### config.mk
export PLATFORM = sky130hd
export DESIGN_NAME = mmwave_cfg_cmd_parser
export DESIGN_NICKNAME = d
export VERILOG_FILES = /design/src/rtl/mmwave_cfg_cmd_parser.sv
export SDC_FILE = /design/constraint.sdc
export NUM_CORES = 1
export LEC_CHECK = 0
export ABC_CLOCK_PERIOD_IN_PS = 3900
export BUFFER_PORTS_ARGS = -buffer_cell sky130_fd_sc_hd__buf_2
export CORE_UTILIZATION = 43
export DETAILED_ROUTE_END_ITERATION = 8
export PLACE_DENSITY_LB_ADDON = 0.08
export SLEW_MARGIN = 30
export SYNTH_ARGS = -nofsm -noshare
export SYNTH_HDL_FRONTEND = slang
export SYNTH_SLANG_ARGS = --single-unit
### constraint.sdc
create_clock -name clk -period 3.9 [get_ports clk]
set_clock_uncertainty 0.05 [all_clocks]
set_input_delay 0.585 -clock clk [delete_from_list [all_inputs] [get_ports clk]]
set_output_delay 0.585 -clock clk [all_outputs]
set_load 0.005 [all_outputs]
### src/rtl/mmwave_cfg_cmd_parser.sv
// mmwave_cfg_cmd_parser
//   Parses configuration frames from a UART RX byte stream and turns each
//   accepted frame into a single configuration register write.
//
//   Frame layout (11 bytes):
//     HEADER_BYTE, INDEX, P7 (MSB) .. P0 (LSB), CHK
//   CHK is the XOR of INDEX and all eight payload bytes. The header is not
//   included in CHK.
//
// Ports
//   clk                    : single clock; all logic runs on its rising edge
//   rst_n                  : asynchronous active-low reset
//   rx_valid_i             : one-cycle strobe; rx_data_i holds a received byte
//   rx_data_i[7:0]         : received byte
//   mmwave_cfg_wr_en_o     : one-cycle config write strobe
//   mmwave_cfg_wr_index_o  : config register index (0..5); held between writes
//   mmwave_cfg_wr_value_o  : config register value; held between writes
//   cmd_ok_o               : one-cycle pulse, frame accepted
//   cmd_err_o              : one-cycle pulse, frame rejected
//   cmd_err_code_o         : reason for the last rejection
//                            (1 bad index, 2 bad checksum, 3 timeout)
//
// Handshake: there is no backpressure. A byte is consumed on every rising
// edge where rx_valid_i is high. All outputs are registered, so the result
// of the byte consumed at edge N appears in the cycle after edge N.
module mmwave_cfg_cmd_parser #(
  parameter logic [31:0] TIMEOUT_CYCLES = 32'd1000000,
  parameter logic [7:0]  HEADER_BYTE    = 8'hA5
) (
  input  logic        clk,
  input  logic        rst_n,
  input  logic        rx_valid_i,
  input  logic [7:0]  rx_data_i,
  output logic        mmwave_cfg_wr_en_o,
  output logic [2:0]  mmwave_cfg_wr_index_o,
  output logic [63:0] mmwave_cfg_wr_value_o,
  output logic        cmd_ok_o,
  output logic        cmd_err_o,
  output logic [1:0]  cmd_err_code_o
);

  typedef enum logic [1:0] {
    ST_IDLE    = 2'd0,
    ST_INDEX   = 2'd1,
    ST_PAYLOAD = 2'd2,
    ST_CHECK   = 2'd3
  } state_t;

  localparam logic [1:0] ERR_INDEX   = 2'd1;
  localparam logic [1:0] ERR_CHKSUM  = 2'd2;
  localparam logic [1:0] ERR_TIMEOUT = 2'd3;

  state_t      state;
  logic [2:0]  byte_cnt;   // payload byte position, 0..7
  logic [7:0]  chk_acc;    // running XOR of INDEX and payload bytes
  logic [63:0] shift_reg;  // payload assembly, newest byte in [7:0]
  logic [2:0]  idx_reg;    // index captured from the INDEX byte
  logic [31:0] tmo_cnt;    // idle clocks since the last byte of this frame

  always_ff @(posedge clk or negedge rst_n) begin
    if (!rst_n) begin
      state                 <= ST_IDLE;
      byte_cnt              <= 3'd0;
      chk_acc               <= 8'd0;
      shift_reg             <= 64'd0;
      idx_reg               <= 3'd0;
      tmo_cnt               <= 32'd0;
      mmwave_cfg_wr_en_o    <= 1'b0;
      mmwave_cfg_wr_index_o <= 3'd0;
      mmwave_cfg_wr_value_o <= 64'd0;
      cmd_ok_o              <= 1'b0;
      cmd_err_o             <= 1'b0;
      cmd_err_code_o        <= 2'd0;
    end else begin
      // Pulses default low; at most one of ok/err is set per edge below.
      mmwave_cfg_wr_en_o <= 1'b0;
      cmd_ok_o           <= 1'b0;
      cmd_err_o          <= 1'b0;

      if (state == ST_IDLE || rx_valid_i) begin
        tmo_cnt <= 32'd0;
      end else begin
        tmo_cnt <= tmo_cnt + 32'd1;
      end

      if (rx_valid_i) begin
        // A byte arriving on the very cycle the counter hits the limit
        // takes this branch, so it is processed rather than timed out.
        case (state)
          ST_IDLE: begin
            if (rx_data_i == HEADER_BYTE) begin
              state <= ST_INDEX;
            end
          end
          ST_INDEX: begin
            if (rx_data_i <= 8'd5) begin
              idx_reg  <= rx_data_i[2:0];
              chk_acc  <= rx_data_i;
              byte_cnt <= 3'd0;
              state    <= ST_PAYLOAD;
            end else begin
              cmd_err_o      <= 1'b1;
              cmd_err_code_o <= ERR_INDEX;
              state          <= ST_IDLE;
            end
          end
          ST_PAYLOAD: begin
            // Header value is plain data here; no resynchronisation.
            shift_reg <= {shift_reg[55:0], rx_data_i};
            chk_acc   <= chk_acc ^ rx_data_i;
            byte_cnt  <= byte_cnt + 3'd1;
            if (byte_cnt == 3'd7) begin
              state <= ST_CHECK;
            end
          end
          ST_CHECK: begin
            if (rx_data_i == chk_acc) begin
              mmwave_cfg_wr_en_o    <= 1'b1;
              cmd_ok_o              <= 1'b1;
              mmwave_cfg_wr_index_o <= idx_reg;
              mmwave_cfg_wr_value_o <= shift_reg;
            end else begin
              cmd_err_o      <= 1'b1;
              cmd_err_code_o <= ERR_CHKSUM;
            end
            state <= ST_IDLE;
          end
          default: state <= ST_IDLE;
        endcase
      end else if (state != ST_IDLE && tmo_cnt >= TIMEOUT_CYCLES) begin
        cmd_err_o      <= 1'b1;
        cmd_err_code_o <= ERR_TIMEOUT;
        state          <= ST_IDLE;
      end
    end
  end

endmodule

==> flow_summary.yaml <==
logic_synthesis:
  synth_compound_area_frac: 0.0255
  synth_edf_count: 0
  ys_seq_area_frac: 0.599
  yosysTopAreaCellShare: 0.599
  synthXorXnorAreaFrac: 0.0424
  syn_nets: 712
  async_reset_ff_frac: 1.00
  synth_cell_types: 48
  synth_area_sq_um: 7640
  ys_seq_elements: 183
  yosys_warnings: 0
  synth_top_family_by_area: "simple AND/OR/NAND/NOR gates"
  yosys.area_share.adder: 0.00655
  yosys.area_share.simple: 0.187
  syn_inst: 697
  synthTopCellsByArea: "dfrtp_1, nand2_1, mux2_2"
  synth_top_flop_cell: "dfrtp_1"
  synth.area.mux_share: 0.112
  avgSynthCellArea_sq_um: 11.0
  yosysTopAreaCell: "dfrtp_1"
drt:
  vias_per_cell: 5.02
  wl_per_cell_microns: 15.8
  ant_nets: 0
  vias: 5068
  drc: 0
  dr.pass1.iters: 4
  wl_mm: 16.0
  drt_iter0_drc: 350
worst_setup_path:
  reg2regPathDepth: 5
  crit_type: "flop to flop"
  cp_data_required_time_ns: 4.15
  endpoint_kind: "flop"
  worstPathArrival_ns: 2.46
  path_max_fanout: 35
  r2r_end: "mmwave_cfg_wr_value_o[27]"
  r2r_slack_ns: 1.70
  reg2reg_from: "chk_acc[3]"
  startpoint_type: "flop"
clock_tree:
  max-clock-path-buffers: 2
  htreeDepth: 4
  cts.sinks: 183
  cts_tree: "yes"
  root_buffer: "clkbuf_16"
  clk_pin_slew_ns: 0.07
  hold_buffers: 0
  cts_setup_buffers: 0
  ctsResizeCount: 0
  insertion_delay_ns: 0.42
  numCtsBuffers: 17
pwr:
  static-leakage-power_nw: 4.73
  ir_drop_mv: 0.318
  power_density_nw_per_um2: 438
cells_and_area:
  area_delta_synth_final_pct: 16.2
  final_area_sq_um: 8880
  n_antenna_cell: 0
  multi_input_area_sq_um: 2880
  fill_cells: 1565
  nets: 786
  drive_above_1_share: 0.237
  ff_latch_area_sq_um: 4580
timing:
  finalSetupViolCount: 0
  tns_ns: 0
  maxSlewViolCount: 0
  period_share: 0.565
  finalHoldViolations: 0
  layout_min_cycle_time_ns: 2.20
  timing.fmax_mhz: 454
  rsz0062_at_grt: "no"
  relSlewSlack: 0.470
  worst_slew_pin_slew_ns: 0.794
place:
  place_congestion: 0.777
  port_buffers: 82
  placed_area_sq_um: 8280
  hpwl_mm: 10.4
floorplan:
  fp.dieW_microns: 135
  start_util: 0.440
  rows: 48
  fp.dieArea_sq_um: 18300
  die_h_microns: 135
  num_io_pins: 83
  core_sq_um: 17400
job:
  cap_violations: 0
global_routing:
  gr-total-overflow: 0
  antenna_found_initial: 0
  grt_pass1_vias: 5135
  grt_usage: 0.191
  grt_max_degree: 99
  grt_pass1_wl_mm: 26.9
run_status:
  status: "finished clean"
min_path:
  hold_class: "input pin to async pin"
-- worst max-delay path: stages, from the launching register on --
cell     delay, ns
dfrtp_1       0.41
xnor2_1       0.18
nand4_1       0.23
nor3_4        0.52
buf_12        0.29
mux2_2        0.38
-- worst max path at each step --
stage	from	to	slack [ns]	cells past startpoint
4_1_cts	chk_acc[3]	mmwave_cfg_wr_value_o[27]	1.68	5
5_1_grt	chk_acc[3]	mmwave_cfg_wr_value_o[27]	1.54	5
3_3_place_gp	rx_data_i[2]	mmwave_cfg_wr_value_o[16]	1.44	6
6_report	chk_acc[3]	mmwave_cfg_wr_value_o[27]	1.70	5
3_5_place_dp	rx_data_i[2]	mmwave_cfg_wr_value_o[30]	1.40	6
2_1_floorplan	rx_data_i[7]	mmwave_cfg_wr_value_o[46]	1.73	7
-- per-stage QoR --
step,cells,util,setup slack (ns),total power [mW],hold WS (ns)
final,1009,0.512,1.70,3.89,0.195
after global placement,977,0.477,1.44,2.20,0.407
after floorplan,697,-,1.73,2.12,0.239
after detailed placement,977,0.477,1.40,2.21,0.411
after CTS,1009,0.511,1.68,3.94,0.216
after global routing,1009,0.512,1.54,4.05,0.241
-- report_power, final --
| part | internal, mW | total (mW) | switching [mW] |
|---|---|---|---|
| clock | 0.972 | 1.71 | 0.741 |
| combinational | 0.0680 | 0.184 | 0.116 |
| sequential | 1.95 | 1.99 | 0.0475 |
| total | 2.99 | 3.89 | 0.904 |
-- cell families (layout without fill, tap and decap cells) --
family,count (synthesis),after routing
simple gates,321,321
flops,183,183
mux,77,77
buf+inv,43,130
xor+xnor,37,37
compound gates,32,32
fa+ha+maj,4,4
-- cell usage in the layout, fill, tap and decap left out, types with 3 or more instances in the layout --
cell type and instances:
nor2_1 40, clkbuf_16 17, nor3_4 4, a21oi_1 16, xor2_1 23, buf_2 81, inv_1 7, ha_1 4
buf_12 3, nand3_1 14, nand4_1 16, dfrtp_1 183, mux2i_1 6, o21ai_0 3, buf_4 6, nand2_1 214
inv_6 4, clkinv_2 4, and3_1 4, mux2_1 19, and4_1 3, a31oi_1 3, mux2_2 52, nor3_1 7
nor2b_1 3, xnor2_1 14
-- metal layers --
metal,share of wire,track usage,up-vias,routed length [microns]
met5,0,0,-,0
met4,0.012,0.0637,0,197
met3,0.039,0.0419,12,628
met2,0.44,0.280,85,7100
met1,0.50,0.279,2514,8060
li1,-,-,2457,-
-- synthesized netlist by cell type (all sizes together) (3+ instances only) --
cell,n
nand2,215
dfrtp,183
mux2,71
nor2,40
buf,23
xor2,23
nand4,18
a21oi,16
nand3,15
xnor2,14
clkbuf,13
nor3,11
inv,7
mux2i,6
and3,5
ha,4
a31oi,3
and4,3
nor2b,3
nor4,3
o21ai,3
-- cell type report --
type,instances,area share
Multi-Input combinational cell,471,0.325
Clock inverter,13,0.0162
Sequential cell,183,0.516
Inverter,7,0.00296
Timing Repair Buffer,91,0.0590
Tap cell,225,0.0317
Clock buffer,19,0.0499
(Power assumes the default switching activity.)
